`config.mk`:
```
export PLATFORM = sky130hd
export DESIGN_NAME = fetch_flat
export DESIGN_NICKNAME = d
export VERILOG_FILES = /design/src/rtl/rv32i_pkg.sv /design/src/rtl/fetch_if.sv /design/src/rtl/fetch_next_pc.sv /design/src/rtl/fetch.sv /design/src/flat_wrapper.sv
export SDC_FILE = /design/constraint.sdc
export NUM_CORES = 1
export LEC_CHECK = 0
export CORE_MARGIN = 4
export CORE_UTILIZATION = 45
export DETAILED_ROUTE_END_ITERATION = 12
export GPL_TIMING_DRIVEN = 0
export PLACE_DENSITY = 0.87
export SYNTH_ARGS = -nofsm -noshare
export SYNTH_HDL_FRONTEND = slang
export SYNTH_HIERARCHICAL = 1
export SYNTH_SLANG_ARGS = --single-unit
```
`constraint.sdc`:
```
create_clock -name clk -period 6.6 [get_ports clk]
set_clock_uncertainty 0.1 [all_clocks]
set_input_delay 1.65 -clock clk [delete_from_list [all_inputs] [get_ports clk]]
set_output_delay 1.65 -clock clk [all_outputs]
set_load 0.01 [all_outputs]
```
`src/rtl/rv32i_pkg.sv`:
```
// Shared RV32I definitions: next-PC select encodings, fetch FSM states,
// the canonical NOP word and the base opcode constants used by the decoder.
package rv32i_pkg;

  typedef enum logic [1:0] {
    SEL_SEQ  = 2'd0,
    SEL_BR   = 2'd1,
    SEL_JAL  = 2'd2,
    SEL_JALR = 2'd3
  } next_pc_sel_e;

  typedef enum logic [1:0] {
    ST_FETCH = 2'd0,
    ST_VALID = 2'd1,
    ST_TRAP  = 2'd2
  } fetch_state_e;

  // addi x0,x0,0
  localparam logic [31:0] NOP_INSTR = 32'h0000_0013;

  localparam logic [6:0] OP_LUI    = 7'b0110111;
  localparam logic [6:0] OP_AUIPC  = 7'b0010111;
  localparam logic [6:0] OP_JAL    = 7'b1101111;
  localparam logic [6:0] OP_JALR   = 7'b1100111;
  localparam logic [6:0] OP_BRANCH = 7'b1100011;
  localparam logic [6:0] OP_LOAD   = 7'b0000011;
  localparam logic [6:0] OP_STORE  = 7'b0100011;
  localparam logic [6:0] OP_IMM    = 7'b0010011;
  localparam logic [6:0] OP_REG    = 7'b0110011;
  localparam logic [6:0] OP_SYSTEM = 7'b1110011;

endpackage

```
`src/rtl/fetch_if.sv`:
```
// Instruction-memory read port.
//   master (fetch): drives imem_req/imem_addr, receives imem_rvalid/imem_rdata.
//   slave  (memory): the reverse.
interface fetch_if;
  logic        imem_req;
  logic [31:0] imem_addr;
  logic        imem_rvalid;
  logic [31:0] imem_rdata;

  modport master (output imem_req, imem_addr, input imem_rvalid, imem_rdata);
  modport slave  (input imem_req, imem_addr, output imem_rvalid, imem_rdata);
endinterface

```
`src/rtl/fetch_next_pc.sv`:
```
// next_pc: combinational next-PC selection.
//   pc, next_pc_sel, branch_taken, target_addr in
//   next            : selected next PC (mod 2^32)
//   misaligned_next : next is not word aligned
module next_pc
  import rv32i_pkg::*;
(
  input  logic [31:0] pc,
  input  logic [1:0]  next_pc_sel,
  input  logic        branch_taken,
  input  logic [31:0] target_addr,
  output logic [31:0] next,
  output logic        misaligned_next
);

  logic [31:0] seq;
  assign seq = pc + 32'd4;

  always_comb begin
    next = seq;
    case (next_pc_sel)
      SEL_SEQ:  next = seq;
      SEL_BR:   next = branch_taken ? target_addr : seq;
      SEL_JAL:  next = target_addr;
      SEL_JALR: next = {target_addr[31:1], 1'b0};
      default:  next = seq;
    endcase
  end

  assign misaligned_next = |next[1:0];

endmodule

```
`src/rtl/fetch.sv`:
```
// fetch: RV32I instruction fetch stage.
//   clk, rst (async, active high)
//   imem        : instruction memory read port (fetch_if.master)
//   advance     : core retired current instruction
//   next_pc_sel, branch_taken, target_addr : next-PC control from execute
//   instr, opcode, instr_valid, pc, pc_plus4 : held instruction and its PC
//   misaligned  : sticky misaligned-target flag (FSM parks in TRAP)
module fetch #(
  parameter logic [31:0] RESET_PC  = 32'h0000_0000,
  parameter logic [31:0] NOP_INSTR = 32'h0000_0013
) (
  input  logic        clk,
  input  logic        rst,
  fetch_if.master     imem,
  input  logic        advance,
  input  logic [1:0]  next_pc_sel,
  input  logic        branch_taken,
  input  logic [31:0] target_addr,
  output logic [31:0] instr,
  output logic [6:0]  opcode,
  output logic        instr_valid,
  output logic [31:0] pc,
  output logic [31:0] pc_plus4,
  output logic        misaligned
);
  import rv32i_pkg::*;

  fetch_state_e state;
  logic [31:0]  pc_q, instr_q;
  logic         vld_q, req_q, mis_q;
  logic [31:0]  nxt;
  logic         nxt_mis;

  next_pc u_next_pc (
    .pc              (pc_q),
    .next_pc_sel     (next_pc_sel),
    .branch_taken    (branch_taken),
    .target_addr     (target_addr),
    .next            (nxt),
    .misaligned_next (nxt_mis)
  );

  // imem_req is kept as its own register, set exactly when entering FETCH.
  always_ff @(posedge clk or posedge rst) begin
    if (rst) begin
      state   <= ST_FETCH;
      pc_q    <= RESET_PC;
      instr_q <= NOP_INSTR;
      vld_q   <= 1'b0;
      req_q   <= 1'b1;
      mis_q   <= 1'b0;
    end else begin
      case (state)
        ST_FETCH: if (imem.imem_rvalid) begin
          instr_q <= imem.imem_rdata;
          vld_q   <= 1'b1;
          req_q   <= 1'b0;
          state   <= ST_VALID;
        end
        ST_VALID: if (advance) begin
          // Either way the held instruction is retired; a bad target keeps pc.
          instr_q <= NOP_INSTR;
          vld_q   <= 1'b0;
          if (nxt_mis) begin
            mis_q <= 1'b1;
            state <= ST_TRAP;
          end else begin
            pc_q  <= nxt;
            req_q <= 1'b1;
            state <= ST_FETCH;
          end
        end
        ST_TRAP: ;
        default: begin
          instr_q <= NOP_INSTR;
          vld_q   <= 1'b0;
          req_q   <= 1'b0;
          mis_q   <= 1'b1;
          state   <= ST_TRAP;
        end
      endcase
    end
  end

  assign imem.imem_req  = req_q;
  assign imem.imem_addr = pc_q;
  assign instr          = instr_q;
  assign opcode         = instr_q[6:0];
  assign instr_valid    = vld_q;
  assign pc             = pc_q;
  assign pc_plus4       = pc_q + 32'd4;
  assign misaligned     = mis_q;

endmodule

```
`src/flat_wrapper.sv`:
```
// flat-port wrapper written by rule: the top's interface ports become plain ports
module fetch_flat import rv32i_pkg::*;
#(
  parameter logic [31:0] RESET_PC  = 32'h0000_0000,
  parameter logic [31:0] NOP_INSTR = 32'h0000_0013
)
  (clk, rst, advance, next_pc_sel, branch_taken, target_addr, instr, opcode, instr_valid, pc, pc_plus4, misaligned, imem_imem_req, imem_imem_addr, imem_imem_rvalid, imem_imem_rdata);
  fetch_if imem_i ();
  input  logic clk;
  input  logic rst;
  input  logic advance;
  input  logic [1:0] next_pc_sel;
  input  logic branch_taken;
  input  logic [31:0] target_addr;
  output logic [31:0] instr;
  output logic [6:0] opcode;
  output logic instr_valid;
  output logic [31:0] pc;
  output logic [31:0] pc_plus4;
  output logic misaligned;
  output wire logic [$bits(imem_i.imem_req)-1:0] imem_imem_req;
  output wire logic [$bits(imem_i.imem_addr)-1:0] imem_imem_addr;
  input wire logic [$bits(imem_i.imem_rvalid)-1:0] imem_imem_rvalid;
  input wire logic [$bits(imem_i.imem_rdata)-1:0] imem_imem_rdata;
  assign imem_imem_req = imem_i.imem_req;
  assign imem_imem_addr = imem_i.imem_addr;
  assign imem_i.imem_rvalid = imem_imem_rvalid;
  assign imem_i.imem_rdata = imem_imem_rdata;
  fetch #(.RESET_PC(RESET_PC), .NOP_INSTR(NOP_INSTR)) u_core (.clk(clk), .rst(rst), .imem(imem_i), .advance(advance), .next_pc_sel(next_pc_sel), .branch_taken(branch_taken), .target_addr(target_addr), .instr(instr), .opcode(opcode), .instr_valid(instr_valid), .pc(pc), .pc_plus4(pc_plus4), .misaligned(misaligned));
endmodule
```
Word level (Yosys, flattened, before mapping) --
Cells that the tools add are included.
Word-level totals: register bits 69, bits of input ports 71, output and inout port bits 138, logic and storage cells 46
Operators by class: $add $sub $neg 1, equal/unequal tests 9, mux-type cells 19, bitwise gates (word level) 3, reductions and logical operators 8
Operators with widths (number):
- $pmux 32 s4 | 1
- $mux 32 | 3
- $pmux 32 s3 | 1
- $add 32x3->32 const B | 1
- $reduce_and 3->1 | 3
- $mux 1 | 7
- $eq 2x2->1 const B | 3
- $mux 2 | 3
- $ne 2x2->1 const B | 3
- $pmux 1 s3 | 2
- $pmux 2 s3 | 1
- $eq 2x1->1 const B | 2
- $logic_not 2->1 | 2
- $reduce_and 4->1 | 1
- $reduce_or 2->1 | 2
- $not 1->1 | 3
- $ne 2x1->1 const B | 1
- $pmux 1 s2 | 1

Depth between registers and ports, before layout --
depth after elaboration 7, depth in mapped cells 9, depth with buffers taken out 7

Cells and area by module --
The synthesis kept the hierarchy.
By module, submodules not included:
- fetch | instances 1, cells each 289, area an instance 3377.0 um2, sequential area each 1706.6 um2
- next_pc | instances 1, cells each 177, area an instance 1009.7 um2, sequential area each 0.0 um2

Worst setup path after synthesis --
Ideal clock, no wire load.
kind in2reg, start point input port branch_taken, end point register u_core.pc_q[10] (netlist: u_core/imem.imem_addr[10]), library setup time 125 ps, arrival 3313 ps, data required time 6375 ps, path slack 3062 ps, stages 8, path buffers 2, cells stage by stage a21o_1 -> clkbuf_1 -> nand2_1 -> nand2_1 -> or2_2 -> nor3_4 -> buf_6 -> mux2_2
Between the ends: word-level cells in the longest chain between the ends 5
RTL lines:
- start: declaration | line flat_wrapper.sv:13 | input logic branch_taken;
- $mux 32 | line fetch_next_pc.sv:23 | SEL_BR: next = branch_taken ? target_addr : seq;
- $pmux 32 s4 | line fetch_next_pc.sv:21 | case (next_pc_sel)
- named net u_core.nxt[1] | line fetch.sv:31 | logic [31:0] nxt;
- $reduce_or 2->1 | line fetch_next_pc.sv:30 | assign misaligned_next = |next[1:0];
- named net u_core.nxt_mis | line fetch.sv:32 | logic nxt_mis;
- $not 1->1 (no source line)
- $reduce_and 3->1 (no source line)
- end signal: assignment | line fetch.sv:68 | pc_q <= nxt;
- end: declaration | line fetch.sv:29 | logic [31:0] pc_q, instr_q;
The timed path passes the listed nets, and every way through them passes these cells. A chain may end at the register's enable or synchronous reset.

Worst setup path after layout --
start point register u_core.pc_q[2] (netlist: u_core/imem.imem_addr[2]), end point output port pc_plus4[30]
Between the ends: word-level cells in the longest chain between the ends 1
RTL lines:
- $add 32x3->32 | line fetch.sv:91 | assign pc_plus4 = pc_q + 32'd4;
- end: declaration | line flat_wrapper.sv:19 | output logic [31:0] pc_plus4;
Every way passes these cells.

==> impl_metrics.yaml <==
status:
  outcome: "completed"
clock_tree:
  cts_buffers: 9
  cts_tree: "yes"
  path_clk_slew_ns: 0.07
  cts.sinks: 68
  cts-root-buf: "clkbuf_8"
  cts_hold_buf: 0
  postCtsSetupBuffers: 0
  clk_path_buf_depth: 2
  ctsResizeCount: 0
  htreeDepth: 3
  clock_latency_ns: 0.34
floorplan:
  io_pins: 209
  dieHeight_um: 107
  dieArea_mm2: 0.0114
  start_util_pct: 46.8
  die_w_um: 107
  rows: 35
  core_area_mm2: 0.00937
min_path:
  min_from: "u_core/misaligned$_DFFE_PP0P_"
  min_path_cells: 1
  hold_class: "flop to flop"
yosys:
  syn_area_per_cell_um2: 9.41
  ys_ff_latch: 68
  netlist_instances: 466
  syn_area_mm2: 0.00439
  yosys.cell_types.count: 51
  synth_fp_nets: 539
  ys_seq_area_share_pct: 38.9
  synthArstFlopShare_pct: 100
  synth_area_leaders: "dfrtp_1, buf_4, xnor2_1"
  synthDominantCellAreaShare_pct: 36.5
  synth_flop_cell: "dfrtp_1"
  ys_warn_count: 6
  synth-edff-count: 0
  yosys.area.top_type: "dfrtp_1"
finish:
  n_antenna_cell: 0
  fin_cells: 819
  utilization_pct: 72.7
  fillers: 759
  layout-drive-gt1-share_pct: 16.5
  fin_nets: 758
  regArea_mm2: 0.00171
  syn_to_final_growth_pct: 55.2
  layout_common_cells: "clkdlybuf4s50_1, dfrtp_1, nand2_1"
  layout.cells.most_common: "clkdlybuf4s50_1"
  multi_input_area_mm2: 0.00221
pwr:
  p_int_mw: 1.82
  clkPwrFrac_pct: 10.6
  peakVddDrop_mv: 0.311
  p_per_area_mw_per_mm2: 434
  leakagePower_nw: 2.76
  switching_share_pct: 38.4
  power_switching_mw: 1.13
  seq_power_share_pct: 31.4
  power_frac_comb_pct: 58.1
setup_path:
  path_buf_inv: 1
  r2r_setup_slack_ns: 3.91
  worst_path_max_delay_cell: "nor2_1"
  cp.arrival_ns: 3.05
  start_kind: "flop"
  worst-setup-path-type: "flop to primary output"
  crit_required_ns: 4.85
  r2r-start: "u_core/imem.imem_addr[2]$_DFFE_PP0P_"
  slowest_delay_ns: 0.69
  critPathLaunch: "u_core/imem.imem_addr[2]$_DFFE_PP0P_"
  path_max_fanout: 9
  crit_path_end_kind: "primary output"
  cp_cell_sequence: "ha_1, nand4_1, nor2_1, nand3_1, xnor2_1, clkdlybuf4s50_1"
  crit_family: "simple AND/OR/NAND/NOR gates"
  reg2reg_depth: 7
  timing.critical_path.depth: 6
detailed_routing:
  wire_per_inst_um: 17.3
  drt_iter0_drc: 217
  viasPerCell: 5.45
  dr.pass1.iters: 4
  wirelength_um: 14200
  ant_nets: 0
  drc: 0
  vias: 4465
timing:
  setup_viol: 0
  period_needed_ns: 4.80
  maxSlewViolCount: 0
  hold_slack_ns: 0.365
  setup_tns_ns: 0
  slew_headroom_pct: 41.4
  clock.fmax_ghz: 0.209
  finalHoldViolCount: 0
  worst_slew_pin_slew_ns: 0.874
  setup_ws_ns: 1.80
  rsz0062_at_grt: "no"
  min_period_over_period_pct: 72.7
global_route:
  antenna_found_initial: 0
  grt_pass1_vias: 4397
  overflow: 0
  grtUsageTotal_pct: 24.5
  grt_max_degree: 69
  grt_pass1_wl_um: 22600
run:
  drv_cap: 0
placement:
  gp_congestion: 0.884
  portBuffers: 208
  place_ws_ns: 2.10
  dpl.hpwl_um: 10600
  dpl.cell_count: 803
-- layout make-up --
class / instances / area share, %
multi-input cells: 327 / 32.5
clock inverters: 7 / 0.772
well taps: 129 / 2.37
inverters: 10 / 0.588
flip-flops and latches: 68 / 25.1
plain buffers: 61 / 6.30
repair buffers: 208 / 30.6
clock buffers: 9 / 1.82
-- worst reg2reg max path: stages (launching register included) --
cell and delay [ns]:
dfrtp_1 0.58, ha_1 0.28, nand3_2 0.20, or3_4 0.47, buf_6 0.15, or4_1 0.49, a31oi_1 0.20, mux2_2 0.17
-- cells in the mapped netlist (2+ instances only) --
library cell and number:
dfstp_2 4, o21ai_0 27, nand3_1 25, xnor2_1 35
xor2_1 7, nor3_1 4, dfrtp_1 64, a21o_1 5
inv_1 10, nand4_1 16, clkbuf_1 9, mux2_2 26
nor2_1 26, ha_1 2, nand2_1 50, or2_2 2
a21oi_1 3, or4_1 6, o22a_1 3, a22o_1 29
buf_4 42, and3_1 4, nand3_2 3, nor4_1 8
and2_1 3, buf_6 5, and4_1 3, buf_2 3
a31oi_1 12, o31ai_1 6, or3_1 4
-- worst paths after layout --
| check | end |
|---|---|
| max | pc_plus4[30] |
| min in group asynchronous | u_core/instr[2]$_DFFE_PP0P_ |
| max reg2reg | u_core/imem.imem_addr[26]$_DFFE_PP0P_ |
| min | u_core/misaligned$_DFFE_PP0P_ |
| max in group asynchronous | u_core/instr[22]$_DFFE_PP0P_ |
| min reg2reg | u_core/misaligned$_DFFE_PP0P_ |
-- power groups by stage --
stage / clock network, mW / registers (mW) / logic [mW]
detailed placement: 0 / 0.934 / 1.72
floorplan: 0 / 0.932 / 0.735
CTS: 0.316 / 0.927 / 1.73
global route: 0.335 / 0.976 / 1.83
finish: 0.313 / 0.926 / 1.72
global placement: 0 / 0.914 / 1.69
-- flip-flops by register name, summed over array words and instances (netlist names) --
name	flops
u_core/imem.imem_addr	32
u_core/imem.imem_req	1
u_core/instr	32
u_core/instr_valid	1
u_core/misaligned	1
u_core/state	1
-- metal layers --
layer  track usage [%]  part of all wire, %  vias to the layer above  wire, um
met5                 0                    0                        -         0
met4              8.31                  2.4                        0       344
met3              4.27                  7.3                       24      1040
met2              41.2                   50                      223      7100
met1              32.0                   40                     2135      5680
li1                  -                    -                     2083         -
-- cell families (layout without fill, tap and decap cells) --
group	Yosys count	after routing	share of synthesized area [%]
AOI/OAI and AO/OA	89	89	14.1
and+or+nand+nor	166	166	20.3
adders and majority gates	2	2	0.570
DFF	68	68	38.9
xor gates and xnor gates	42	42	8.39
buffers and inverters	71	295	10.6
muxes	28	28	7.16
-- metrics by stage --
| step | area [um^2] | total power, mW |
|---|---|---|
| final | 6810 | 2.95 |
| after global routing | 6810 | 3.14 |
| after CTS | 6810 | 2.98 |
| after detailed placement | 6630 | 2.65 |
| after global placement | 6630 | 2.60 |
| after floorplan | 4390 | 1.67 |
(Power assumes the default switching activity.)
